--- src/rtl/eda_global_define.sv ---
// Shared widths and scan-FSM state encoding for the pixel iterator block.
// Build-time widths come from the CFG_* macros when the flow defines them.
`ifndef CFG_I_WIDTH
`define CFG_I_WIDTH 4
`endif
`ifndef CFG_J_WIDTH
`define CFG_J_WIDTH 4
`endif

package eda_global_define;

  localparam int unsigned CfgIWidth    = `CFG_I_WIDTH;
  localparam int unsigned CfgJWidth    = `CFG_J_WIDTH;
  // The pixel address is always {row, col}, so its width is the sum.
  localparam int unsigned CfgAddrWidth = CfgIWidth + CfgJWidth;

  typedef enum logic [2:0] {
    StIdle,
    StFetch,
    StCheck,
    StHold,
    StDone
  } iter_state_e;

endpackage

--- src/rtl/eda_pixel_iterator_if.sv ---
// Control and visited-RAM signals of the pixel iterator.
// The slave modport is the iterator; the master modport is the controller/RAM side.
interface eda_pixel_iterator_if #(
  parameter int unsigned I_WIDTH    = eda_global_define::CfgIWidth,
  parameter int unsigned J_WIDTH    = eda_global_define::CfgJWidth,
  parameter int unsigned ADDR_WIDTH = I_WIDTH + J_WIDTH
);
  logic                  start;
  logic [I_WIDTH-1:0]    last_row;
  logic [J_WIDTH-1:0]    last_col;
  logic                  take;
  logic                  vis_rd_en;
  logic [ADDR_WIDTH-1:0] vis_rd_addr;
  logic                  vis_rd_data;
  logic [I_WIDTH-1:0]    next_row;
  logic [J_WIDTH-1:0]    next_col;
  logic                  next_valid;
  logic                  iterated_all;

  modport slave (
    input  start, last_row, last_col, take, vis_rd_data,
    output vis_rd_en, vis_rd_addr, next_row, next_col, next_valid, iterated_all
  );

  modport master (
    output start, last_row, last_col, take, vis_rd_data,
    input  vis_rd_en, vis_rd_addr, next_row, next_col, next_valid, iterated_all
  );
endinterface

--- src/rtl/eda_raster_counter.sv ---
// Raster-order (row, col) pointer: col counts to last_col, then wraps and row advances.
// Saturates at (last_row, last_col); clr returns to (0, 0).
module eda_raster_counter #(
  parameter int unsigned I_WIDTH = eda_global_define::CfgIWidth,
  parameter int unsigned J_WIDTH = eda_global_define::CfgJWidth
) (
  input  logic               clk,
  input  logic               reset,
  input  logic               inc,
  input  logic               clr,
  input  logic [I_WIDTH-1:0] last_row,
  input  logic [J_WIDTH-1:0] last_col,
  output logic [I_WIDTH-1:0] row,
  output logic [J_WIDTH-1:0] col,
  output logic               is_last
);

  logic [I_WIDTH-1:0] row_q;
  logic [J_WIDTH-1:0] col_q;

  assign row     = row_q;
  assign col     = col_q;
  assign is_last = (row_q == last_row) && (col_q == last_col);

  always_ff @(posedge clk) begin
    if (reset || clr) begin
      row_q <= '0;
      col_q <= '0;
    end else if (inc && !is_last) begin
      if (col_q == last_col) begin
        col_q <= '0;
        row_q <= row_q + 1'b1;
      end else begin
        col_q <= col_q + 1'b1;
      end
    end
  end

endmodule

--- src/rtl/eda_pixel_iterator.sv ---
// Walks an image in raster order, skipping pixels flagged in the visited RAM, and
// presents each unvisited pixel until the controller takes it.
module eda_pixel_iterator
  import eda_global_define::*;
#(
  parameter int unsigned I_WIDTH    = CfgIWidth,
  parameter int unsigned J_WIDTH    = CfgJWidth,
  parameter int unsigned ADDR_WIDTH = I_WIDTH + J_WIDTH
) (
  input logic                 clk,
  input logic                 reset,
  eda_pixel_iterator_if.slave bus
);

  iter_state_e           state_q;
  logic [I_WIDTH-1:0]    lim_row_q;
  logic [J_WIDTH-1:0]    lim_col_q;
  logic                  rd_en_q;
  logic                  valid_q;
  logic                  done_q;
  logic                  inc;
  logic [I_WIDTH-1:0]    row;
  logic [J_WIDTH-1:0]    col;
  logic                  is_last;
  logic [ADDR_WIDTH-1:0] addr;

  eda_raster_counter #(
    .I_WIDTH (I_WIDTH),
    .J_WIDTH (J_WIDTH)
  ) u_counter (
    .clk      (clk),
    .reset    (reset),
    .inc      (inc),
    .clr      (bus.start),
    .last_row (lim_row_q),
    .last_col (lim_col_q),
    .row      (row),
    .col      (col),
    .is_last  (is_last)
  );

  // Advance after a visited hit or a taken candidate; start clears instead.
  always_comb begin
    inc = 1'b0;
    if (!bus.start) begin
      if (state_q == StCheck) inc = bus.vis_rd_data && !is_last;
      if (state_q == StHold)  inc = bus.take && !is_last;
    end
  end

  always_ff @(posedge clk) begin
    if (reset) begin
      state_q   <= StIdle;
      lim_row_q <= '0;
      lim_col_q <= '0;
      rd_en_q   <= 1'b0;
      valid_q   <= 1'b0;
      done_q    <= 1'b0;
    end else if (bus.start) begin
      state_q   <= StFetch;
      lim_row_q <= bus.last_row;
      lim_col_q <= bus.last_col;
      rd_en_q   <= 1'b1;
      valid_q   <= 1'b0;
      done_q    <= 1'b0;
    end else begin
      rd_en_q <= 1'b0;
      valid_q <= 1'b0;
      done_q  <= 1'b0;
      unique case (state_q)
        StFetch: state_q <= StCheck;
        StCheck: begin
          if (!bus.vis_rd_data) begin
            state_q <= StHold;
            valid_q <= 1'b1;
          end else if (is_last) begin
            state_q <= StDone;
            done_q  <= 1'b1;
          end else begin
            state_q <= StFetch;
            rd_en_q <= 1'b1;
          end
        end
        StHold: begin
          if (!bus.take) begin
            valid_q <= 1'b1;
          end else if (is_last) begin
            state_q <= StDone;
            done_q  <= 1'b1;
          end else begin
            state_q <= StFetch;
            rd_en_q <= 1'b1;
          end
        end
        default: ;  // idle and done wait for start
      endcase
    end
  end

  assign addr             = {row, col};
  assign bus.vis_rd_en    = rd_en_q;
  assign bus.vis_rd_addr  = addr;
  assign bus.next_row     = row;
  assign bus.next_col     = col;
  assign bus.next_valid   = valid_q;
  assign bus.iterated_all = done_q;

endmodule

--- src/flat_wrapper.sv ---
// flat-port wrapper written by rule: the top's interface ports become plain ports
module eda_pixel_iterator_flat import eda_global_define::*;
#(
  parameter int unsigned I_WIDTH    = CfgIWidth,
  parameter int unsigned J_WIDTH    = CfgJWidth,
  parameter int unsigned ADDR_WIDTH = I_WIDTH + J_WIDTH
)
  (clk, reset, bus_start, bus_last_row, bus_last_col, bus_take, bus_vis_rd_data, bus_vis_rd_en, bus_vis_rd_addr, bus_next_row, bus_next_col, bus_next_valid, bus_iterated_all);
  eda_pixel_iterator_if #(.I_WIDTH(I_WIDTH), .J_WIDTH(J_WIDTH), .ADDR_WIDTH(ADDR_WIDTH)) bus_i ();
  input logic clk;
  input logic reset;
  input wire logic [$bits(bus_i.start)-1:0] bus_start;
  input wire logic [$bits(bus_i.last_row)-1:0] bus_last_row;
  input wire logic [$bits(bus_i.last_col)-1:0] bus_last_col;
  input wire logic [$bits(bus_i.take)-1:0] bus_take;
  input wire logic [$bits(bus_i.vis_rd_data)-1:0] bus_vis_rd_data;
  output wire logic [$bits(bus_i.vis_rd_en)-1:0] bus_vis_rd_en;
  output wire logic [$bits(bus_i.vis_rd_addr)-1:0] bus_vis_rd_addr;
  output wire logic [$bits(bus_i.next_row)-1:0] bus_next_row;
  output wire logic [$bits(bus_i.next_col)-1:0] bus_next_col;
  output wire logic [$bits(bus_i.next_valid)-1:0] bus_next_valid;
  output wire logic [$bits(bus_i.iterated_all)-1:0] bus_iterated_all;
  assign bus_i.start = bus_start;
  assign bus_i.last_row = bus_last_row;
  assign bus_i.last_col = bus_last_col;
  assign bus_i.take = bus_take;
  assign bus_i.vis_rd_data = bus_vis_rd_data;
  assign bus_vis_rd_en = bus_i.vis_rd_en;
  assign bus_vis_rd_addr = bus_i.vis_rd_addr;
  assign bus_next_row = bus_i.next_row;
  assign bus_next_col = bus_i.next_col;
  assign bus_next_valid = bus_i.next_valid;
  assign bus_iterated_all = bus_i.iterated_all;
  eda_pixel_iterator #(.I_WIDTH(I_WIDTH), .J_WIDTH(J_WIDTH), .ADDR_WIDTH(ADDR_WIDTH)) u_core (.clk(clk), .reset(reset), .bus(bus_i));
endmodule
--- config.mk ---
export PLATFORM = sky130hd
export DESIGN_NAME = eda_pixel_iterator_flat
export DESIGN_NICKNAME = d
export VERILOG_FILES = /design/src/rtl/eda_global_define.sv /design/src/rtl/eda_pixel_iterator_if.sv /design/src/rtl/eda_raster_counter.sv /design/src/rtl/eda_pixel_iterator.sv /design/src/flat_wrapper.sv
export SDC_FILE = /design/constraint.sdc
export NUM_CORES = 1
export LEC_CHECK = 0
export CELL_PAD_IN_SITES_DETAIL_PLACEMENT = 1
export CELL_PAD_IN_SITES_GLOBAL_PLACEMENT = 2
export CORE_MARGIN = 2
export CORE_UTILIZATION = 27
export CTS_CLUSTER_SIZE = 20
export DETAILED_ROUTE_END_ITERATION = 12
export PLACE_DENSITY_LB_ADDON = 0.1
export SETUP_SLACK_MARGIN = 0.05
export SYNTH_ARGS = -nofsm -noshare
export SYNTH_HDL_FRONTEND = slang
export SYNTH_SLANG_ARGS = --single-unit
--- constraint.sdc ---
create_clock -name clk -period 1.7 [get_ports clk]
set_input_delay 0.51 -clock clk [delete_from_list [all_inputs] [get_ports clk]]
set_output_delay 0.51 -clock clk [all_outputs]
set_load 0.05 [all_outputs]
# Yosys cells after proc, flatten, opt, wreduce, memory -nomap -nowiden
# Index checks and enable logic that the tools add are counted.
# W data, S select, Z words.
[totals]
register_bits = 22
input_bits = 13
output_inout_bits = 19
[op_classes]
addsub = 2
eq_ne = 7
n_mux = 21
reduce_logical = 12
[ops]
columns = ["op", "n"]
rows = [
  ["$mux W1", 13],
  ["$mux W3", 3],
  ["$pmux W3 S3", 1],
  ["$add A4 B1 Y4 const B", 2],
  ["$eq A4 B4 Y1", 2],
  ["$eq A3 B2 Y1 const B", 2],
  ["$pmux W1 S2", 3],
  ["$reduce_and A2 Y1", 3],
  ["$logic_and A1 B1 Y1", 4],
  ["$mux W4", 1],
  ["$reduce_bool A4 Y1", 1],
  ["$eq A3 B1 Y1 const B", 1],
  ["$ne A3 B3 Y1 const B", 1],
  ["$reduce_bool A3 Y1", 1],
  ["$ne A2 B2 Y1 const B", 1],
  ["$reduce_or A2 Y1", 1],
  ["$logic_not A1 Y1", 1],
  ["$logic_or A1 B1 Y1", 1],
]

# Depth between registers and ports, before layout
# Gate-level depths: netlist of run 1.
[logic_depth]
depth_word = 9
mapped_depth = 5
mapped_depth_nobuf = 4

# Cells and area by module
# From an unflattened synthesis of run 1, not the netlist that was laid out.
[unflattened]
hier_cells = 121
hier_area_um2 = 1108.6
[by_module_without_submodules]
columns = ["mod", "instances", "cells_per_inst", "area_per_inst_um2", "seq_area_each_um2"]
rows = [
  ["eda_pixel_iterator", 1, 62, 595.6, 280.3],
  ["eda_raster_counter", 1, 59, 513.0, 160.2],
]

# Worst setup path after synthesis of run 1
# OpenSTA, ideal clock, no wires.
[synth_timing]
path_type = "reg-to-reg"
from = "reg u_core.u_counter.col_q[0] (netlist: u_core.u_counter.col[0])"
to = "reg u_core.u_counter.row_q[0] (netlist: u_core.u_counter.row[0])"
setup_ps = 70
arrival_time_ps = 1759
setup_slack_ps = -129
path_stages_with_launch = 5
n_path_buf = 0
cell_sequence = "dfxtp_1 > xnor2_1 > nand4_2 > or4_1 > a21oi_1"
[synth_via]
elab_chain_len = 9
elab_cells_between_ends = 10
cone_classes = "1 x eq/ne; 3 x mux; 6 x reduce/logical"
[synth_rtl]
columns = ["element", "line", "rtl"]
rows = [
  ["from (decl)", "eda_raster_counter.sv:19", "logic [J_WIDTH-1:0] col_q;"],
  ["from (signal assigned)", "eda_raster_counter.sv:34", "col_q <= col_q + 1'b1;"],
  ["$eq A4 B4 Y1 *", "eda_raster_counter.sv:23, eda_raster_counter.sv:30", ""],
  ["$logic_and A1 B1 Y1", "eda_raster_counter.sv:23", "assign is_last = (row_q == last_row) && (col_q == last_col);"],
  ["$logic_not A1 Y1", "eda_raster_counter.sv:29, eda_pixel_iterator.sv:46, eda_pixel_iterator.sv:47", ""],
  ["$logic_and A1 B1 Y1", "eda_pixel_iterator.sv:46", "if (state_q == StCheck) inc = bus.vis_rd_data && !is_last;"],
  ["$mux W1", "eda_pixel_iterator.sv:46", ""],
  ["$mux W1", "eda_pixel_iterator.sv:47", "if (state_q == StHold) inc = bus.take && !is_last;"],
  ["$mux W1", "eda_pixel_iterator.sv:45", "if (!bus.start) begin"],
  ["$logic_and A1 B1 Y1", "eda_raster_counter.sv:29", "end else if (inc && !is_last) begin"],
  ["$reduce_and A2 Y1 (no source line) *", "--", ""],
  ["to (signal assigned)", "eda_raster_counter.sv:32", "row_q <= row_q + 1'b1;"],
  ["to (decl)", "eda_raster_counter.sv:18", "logic [I_WIDTH-1:0] row_q;"],
]
# Mark *: on every way between the ends. The rest lies on a longest branch, timed or not.
# A chain may end at the register's enable or synchronous reset.

# Final worst setup path of run 1
[layout_timing]
from = "in bus_start"
to = "reg u_core.u_counter.col_q[0] (netlist: u_core.u_counter.col[0])"
[layout_via]
elab_chain_len = 2
elab_cells_between_ends = 3
cone_classes = "1 x mux; 2 x reduce/logical"
[layout_rtl]
columns = ["element", "line", "rtl"]
rows = [
  ["from (decl)", "flat_wrapper.sv:12", "input wire logic [$bits(bus_i.start)-1:0] bus_start;"],
  ["$mux W1", "eda_pixel_iterator.sv:45", ""],
  ["$logic_and A1 B1 Y1", "eda_raster_counter.sv:29", ""],
]
# Parallel ways exist; a longest one is shown, timed or not.

==> out/results.txt, run 1 <==
Outcome: completed
Avg Vias per Cell: 4.92
Ys Warns: 0
Via count: 1,057
Post-synthesis sequential area ratio: 39.7%
Max_slew headroom: 81.1%
Max_cap viols: 0
Clock Sinks: 22
Chip Width: 68.1 um
Gpl congestion: 0.778
Total Neg Setup Slack: 0 ns
Synth area leader: dfxtp_1
Row count: 23
Critical path fanouts, max: 5
H-Tree Depth: 1
Leak pwr: 0.743 nW
CP max stage cell: or4_1
Crit end category: flip-flop
Remaining DRCs: 0
Mapped Cells: 123
Arrival @ worst endpoint: 1.80 ns
Synth Register Bits: 22
Clock power share: 34.2%
Tightest Pin Transition: 0.278 ns
Critical Path End: u_core.u_counter.col[0]
EDFF count, synth: 0
Reg2reg setup slack: 0.18 ns
Vias in the first global route: 1,136
Sw frac: 25.7%
Total Routing Usage GR: 14.9%
Initial drt markers: 35
Post-synth top cells: dfxtp_1 (22), nor2_1 (13), mux2i_1 (11)
Mapped Area: 1110 um^2
Final HPWL DP: 2460 um
Initial antenna violation count: 0
Worst VDD drop: 0.362 mV
Antenna diodes: 0
First-pass GRT wire length: 5190 um
Pwr Density: 603 nW/um^2
Top-count cell post-synth: dfxtp_1
RSZ-0062 raised after global routing: no
Worst setup path startpoint: bus_start
Comb pwr share: 17.2%
Post-synth ARST share: 0%
Internal: 0.835 mW
Synth-to-Final Area Change: 68.0%
Hold WC Path Type: reg2reg
Largest stage delay on the critical path: 0.48 ns
Total gr overflow: 0
Die Y: 68.1 um
Setup violators final: 0
Crit share post-route: 94.0%
Synth Flop Type: dfxtp_1
Final Skew: 0.00368 ns
Syn Area/Cell: 9.02 um^2
FF-to-FF End: u_core.u_counter.row[0]
Layout Nets: 181
Skew-Pair Late Insertion Delay: 0.27 ns
Fraction of layout cells with a size suffix above 1: 39.4%
Slew Viols, Final: 0
Synthesized net count: 138
Largest net degree at the start of global routing: 13
CP required: 1.90 ns
FF-to-FF Start: u_core.u_counter.col[3]
Clock tree buffer depth: 2
Bufs and invs on worst path: 2
Core area: 3970 um^2
Die area: 4640 um^2
PortBufs: 31
Area contributors post-synth: dfxtp_1 (40%), mux2i_1 (9.9%), xnor2_1 (6.3%)
Cell count along the critical path: 5
Initial Util: 27.9%
Drt pass-1 iters: 4
ANT nets after route: 0
Crit path max-delay family: simple AND/OR/NAND/NOR gates
Total Power: 1.12 mW
CP Cell Sequence: clkdlybuf4s15_1, buf_4, or2_1, or4_1, o21ai_1
CP startpoint kind: input port
Crit Path Category: in2reg
Final hold viol count: 0
IO Pins: 32
CTS buffer count: 3
Routed length per placed instance: 14.8 um
Clk pin slew, worst setup/hold paths: 0.08 ns
Seq pwr share: 48.5%
Number of library cell types mapped by synthesis: 32
Min Tclk post-route: 1.60 ns
CTS Root Cell: clkbuf_8
Detailed Route WL: 3180 um
TritonCTS clock tree: built
Switching pwr: 0.289 mW
Fmax achieved: 626 MHz
R2R cell count: 4
Post-synth top area share: 39.7%
==> tightest hold or removal path: stages (launching register included) <==
cell	delay, ns
dfxtp_1	0.35
mux2i_1	0.07
nor2_1	0.07
==> worst min path at each step <==
stage / startpoint / endpoint / slack (ns) / cells after the start
6_report: u_core.lim_col_q[3] / u_core.lim_col_q[3] / 0.52 / 2
5_1_grt: u_core.lim_row_q[3] / u_core.lim_row_q[3] / 0.56 / 2
4_1_cts: u_core.lim_col_q[3] / u_core.lim_col_q[3] / 0.53 / 2
3_5_place_dp: u_core.lim_row_q[3] / u_core.lim_row_q[3] / 0.51 / 2
3_3_place_gp: u_core.lim_col_q[2] / u_core.lim_col_q[2] / 0.50 / 2
2_1_floorplan: u_core.lim_col_q[2] / u_core.lim_col_q[2] / 0.48 / 2
==> registers in the layout, indices dropped and copies added (netlist names) <==
name	flops
u_core.bus.iterated_all	1
u_core.state_q	3
u_core.lim_col_q	4
u_core.lim_row_q	4
u_core.u_counter.row	4
u_core.bus.next_valid	1
u_core.bus.vis_rd_en	1
u_core.u_counter.col	4
==> power groups by stage <==
| stage | logic (mW) | registers, mW | clock network (mW) |
|---|---|---|---|
| finish | 0.194 | 0.546 | 0.385 |
| CTS | 0.179 | 0.545 | 0.392 |
| floorplan | 0.0934 | 0.560 | 0 |
| global placement | 0.172 | 0.556 | 0 |
| detailed placement | 0.175 | 0.558 | 0 |
| global route | 0.208 | 0.548 | 0.418 |
==> placed cells by master, fill, tap and decap left out, types with 7 or more instances in the layout <==
cell type and n:
xnor2_1 8, nand2_1 7, buf_4 20, mux2i_1 10, a21oi_1 7, nor2_1 11
buf_12 19, dfxtp_2 8, dfxtp_1 14, clkdlybuf4s50_1 9
==> timing repair <==
| action | in CTS | in global routing |
|---|---|---|
| pin swaps | 0 | 3 |
| buffers inserted | 0 | 1 |
| hold buffers | 0 | 0 |
| endpoints found under the setup margin | 8 | 7 |
| gates resized for setup | 5 | 12 |
==> stage by stage <==
stage          utilization (%)  instance area (um^2)  worst slack (ns)  cells  hold WS (ns)
3_5_place_dp              43.8                  1740            -0.424    210         0.513
3_3_place_gp              43.8                  1740            -0.430    210         0.499
2_1_floorplan                -                  1120            0.0762    123         0.482
6_report                  46.9                  1860             0.103    215         0.522
4_1_cts                   45.6                  1810            0.0614    214         0.534
5_1_grt                   46.9                  1860            0.0566    215         0.557
==> routing by layer <==
layer / vias to the layer above / track usage, % / share of wire [%]
li1: 515 / - / -
met1: 517 / 18.8 / 45
met2: 21 / 25.1 / 50
met3: 4 / 2.30 / 3.7
met4: 0 / 6.00 / 1.1
met5: - / 0 / 0
==> final cells by class <==
class / count / area, um^2
fill: 444 / 2110
tap: 50 / 62.6
inverter: 2 / 7.51
multi-input combinational: 86 / 633
timing repair buffer: 51 / 656
clock buffer: 4 / 55.1
sequential: 22 / 450
==> kinds of logic (layout without fill, tap and decap cells) <==
family,after synthesis,in the layout,synth area share [%]
AOI/OAI and AO/OA,18,18,9.58
xor gates and xnor gates,8,8,6.31
adders and majority gates,2,2,2.25
buffers and inverters,15,57,8.46
DFF,22,22,39.7
muxes,13,13,12.0
and+or+nand+nor,45,45,21.8
No activity file was read; power rests on OpenSTA's default activity.
==> run 2: changes to the inputs <==
- CTS_CLUSTER_SIZE: 20 -> default
==> results of run 2 <==
No change in the layout: final DEF, timing and power equal those of run 1.
==> RTL change, RTL diff (flow settings as in run 1) <==
Set the macro `CFG_I_WIDTH` to 6 (it was 4).
--- a/src/rtl/eda_global_define.sv
+++ b/src/rtl/eda_global_define.sv
@@ -3,3 +3,3 @@
 `ifndef CFG_I_WIDTH
-`define CFG_I_WIDTH 4
+`define CFG_I_WIDTH 6
 `endif
Ports: changed (resized bus_last_row, bus_next_row and bus_vis_rd_addr); port bits go from 32 to 38. No check against the original RTL was run, so the function may have changed too.
==> RTL change against run 1 <==
- synthesized area grew 26%
- worst setup slack worse by 0.0030 ns
- highest routed layer unchanged
- design area up 27%
- clock power down 5.5%
- sequential share of layout area fell by 1.2 points
- critical endpoint is now u_core.u_counter.row[4]
- sequential cell count grew 4
- via count increased by 25%
- total power is 11% higher
- count of clock-buffer cells in the layout did not move
- synthesized cell count up 24%
- routed wire length is 33% higher
- critical path depth is 1 higher
- non-clock buffer count up 16
- fmax down 0.19%
==> RTL change: results (changes against run 1) <==
Place
  – Number of buffers added on ports: 37 (was 31)
  – Dpl ws: -0.483 ns (was -0.424 ns)
  – Cell Area, Placed: 2230 sq um (was 1740 sq um)
  – Placed cells: 271 (was 210)
  – Hpwl dp: 3230 um (was 2460 um)
  – RePlAce Congestion: 0.834 (was 0.778)

STA
  – Clk_skew: 0.00525 ns (was 0.00368 ns)
  – Final hold slack: 0.523 ns (was 0.522 ns)
  – Min setup slack post-route: 0.0997 ns (was 0.103 ns)
  – Slew of the pin with the lowest slew margin: 0.340 ns (was 0.278 ns)

Drt
  – Overall routed net length: 4220 um (was 3180 um)
  – First DRT Iteration DRCs: 32 (was 35)
  – DR pass1 iterations: 3 (was 4)
  – Drt wl/cell: 15.2 um (was 14.8 um)
  – Via Count: 1,320 (was 1,057)

Global routing
  – Number of global-route vias before repair: 1,422 (was 1,136)
  – GRT Total Usage: 15.1% (was 14.9%)
  – Largest net degree at the start of global routing: 21 (was 13)
  – Initial antenna violation count: 0 (unchanged)
  – Global-route wire length before repair: 7110 um (was 5190 um)

Setup path
  – Worst Path Max Fanout: 4 (was 5)
  – Critical R2R Launch: u_core.lim_row_q[0] (was u_core.u_counter.col[3])
  – Worst path arrival time: 1.79 ns
  – Setup crit end: u_core.u_counter.row[4] (was u_core.u_counter.col[0])
  – Worst R2R Path Depth: 6 (was 4)
  – Flop2flop setup slack: 0.1 ns (was 0.18 ns)
  – Crit start category: flop (was input pin)

Min path
  – Depth of the worst hold-timing path: 2 (unchanged)
  – Hold Path Sink: u_core.lim_col_q[1] (was u_core.lim_col_q[3])
  – HP Class: reg2reg (unchanged)
  – Worst hold start: u_core.lim_col_q[1] (was u_core.lim_col_q[3])

Final layout
  – FILL cells: 563 (was 444)
  – Nets: 225 (was 181)
  – Layout cells sized above 1: 41.1% (was 39.4%)

Power and ir drop
  – Static Leak: 0.951 nW (was 0.743 nW)
  – Worst vdd ir: 0.295 mV (was 0.362 mV)

Logic synthesis
  – Yosys cell types: 38 (was 32)
  – Synth Area per Inst: 9.21 sq um (was 9.02 sq um)
  – Sequential area share after synthesis: 37.2% (was 39.7%)
  – Syn Nets: 169 (was 138)
  – Synth cell count leaders: dfxtp_1, mux2i_1, nor2_1 (was dfxtp_1, nor2_1, mux2i_1)
  – Top cells by area, synth: dfxtp_1, mux2i_1, buf_4 (was dfxtp_1, mux2i_1, xnor2_1)

CTS
  – Htree depth: 1 (unchanged)
  – Root Buffer: clkbuf_8 (unchanged)
  – Clock-pin transition on the worst setup and hold timing paths: 0.09 ns

Die
  – Die area: 5780 sq um (was 4640 sq um)

Status
  – Status: finished clean (unchanged)
## RTL change: metal layers
metal  vias to the layer above  global-route usage, %  part of all wire [%]
li1                        641                      -                     -
met1                       656                   19.8                    47
met2                        21                   26.1                    50
met3                         2                   2.73                   3.1
met4                         0                   3.27                  0.43
met5                         -                      0                     0
## RTL change: layout make-up
cell class | count | area (sq um) | area share (%)
Clock buffer | 4 | 45.0 | 1.90
Inverter | 1 | 3.75 | 0.158
Sequential cell | 26 | 544 | 23.0
Timing Repair Buffer | 67 | 830 | 35.0
Multi-Input combinational cell | 109 | 858 | 36.2
Tap cell | 70 | 87.6 | 3.70
## RTL change: kinds of logic after synthesis
family | count (synthesis) | share of synthesized area (%)
AND/OR/NAND/NOR | 57 | 23.8
flip-flops | 26 | 37.2
AO/OA/AOI/OAI | 23 | 11.2
buffers and inverters | 17 | 7.33
multiplexers | 17 | 12.5
XOR/XNOR | 10 | 6.26
adder cells (fa/ha/maj) | 2 | 1.79
## RTL change: worst max-delay path, stage by stage (launching register included)
cell and delay (ns):
dfxtp_1 0.36, xor2_1 0.24, nor4_4 0.08, buf_6 0.14, a2111oi_4 0.34, buf_4 0.17, mux2i_1 0.19
## RTL change: power by group
part,switching (W),leakage [nW],internal [W]
registers,0.0000167,0.219,0.000621
logic,0.000124,0.709,0.000127
clock network,0.000196,0.0228,0.000168
total,0.000337,0.951,0.000915
## RTL change: what timing repair did
action,in CTS,in global routing
gates resized for setup,16,4
pin swaps,4,3
buffers inserted,1,1
endpoints found under the setup margin,11,4
endpoints found under the hold margin,0,0
gates cloned,0,0
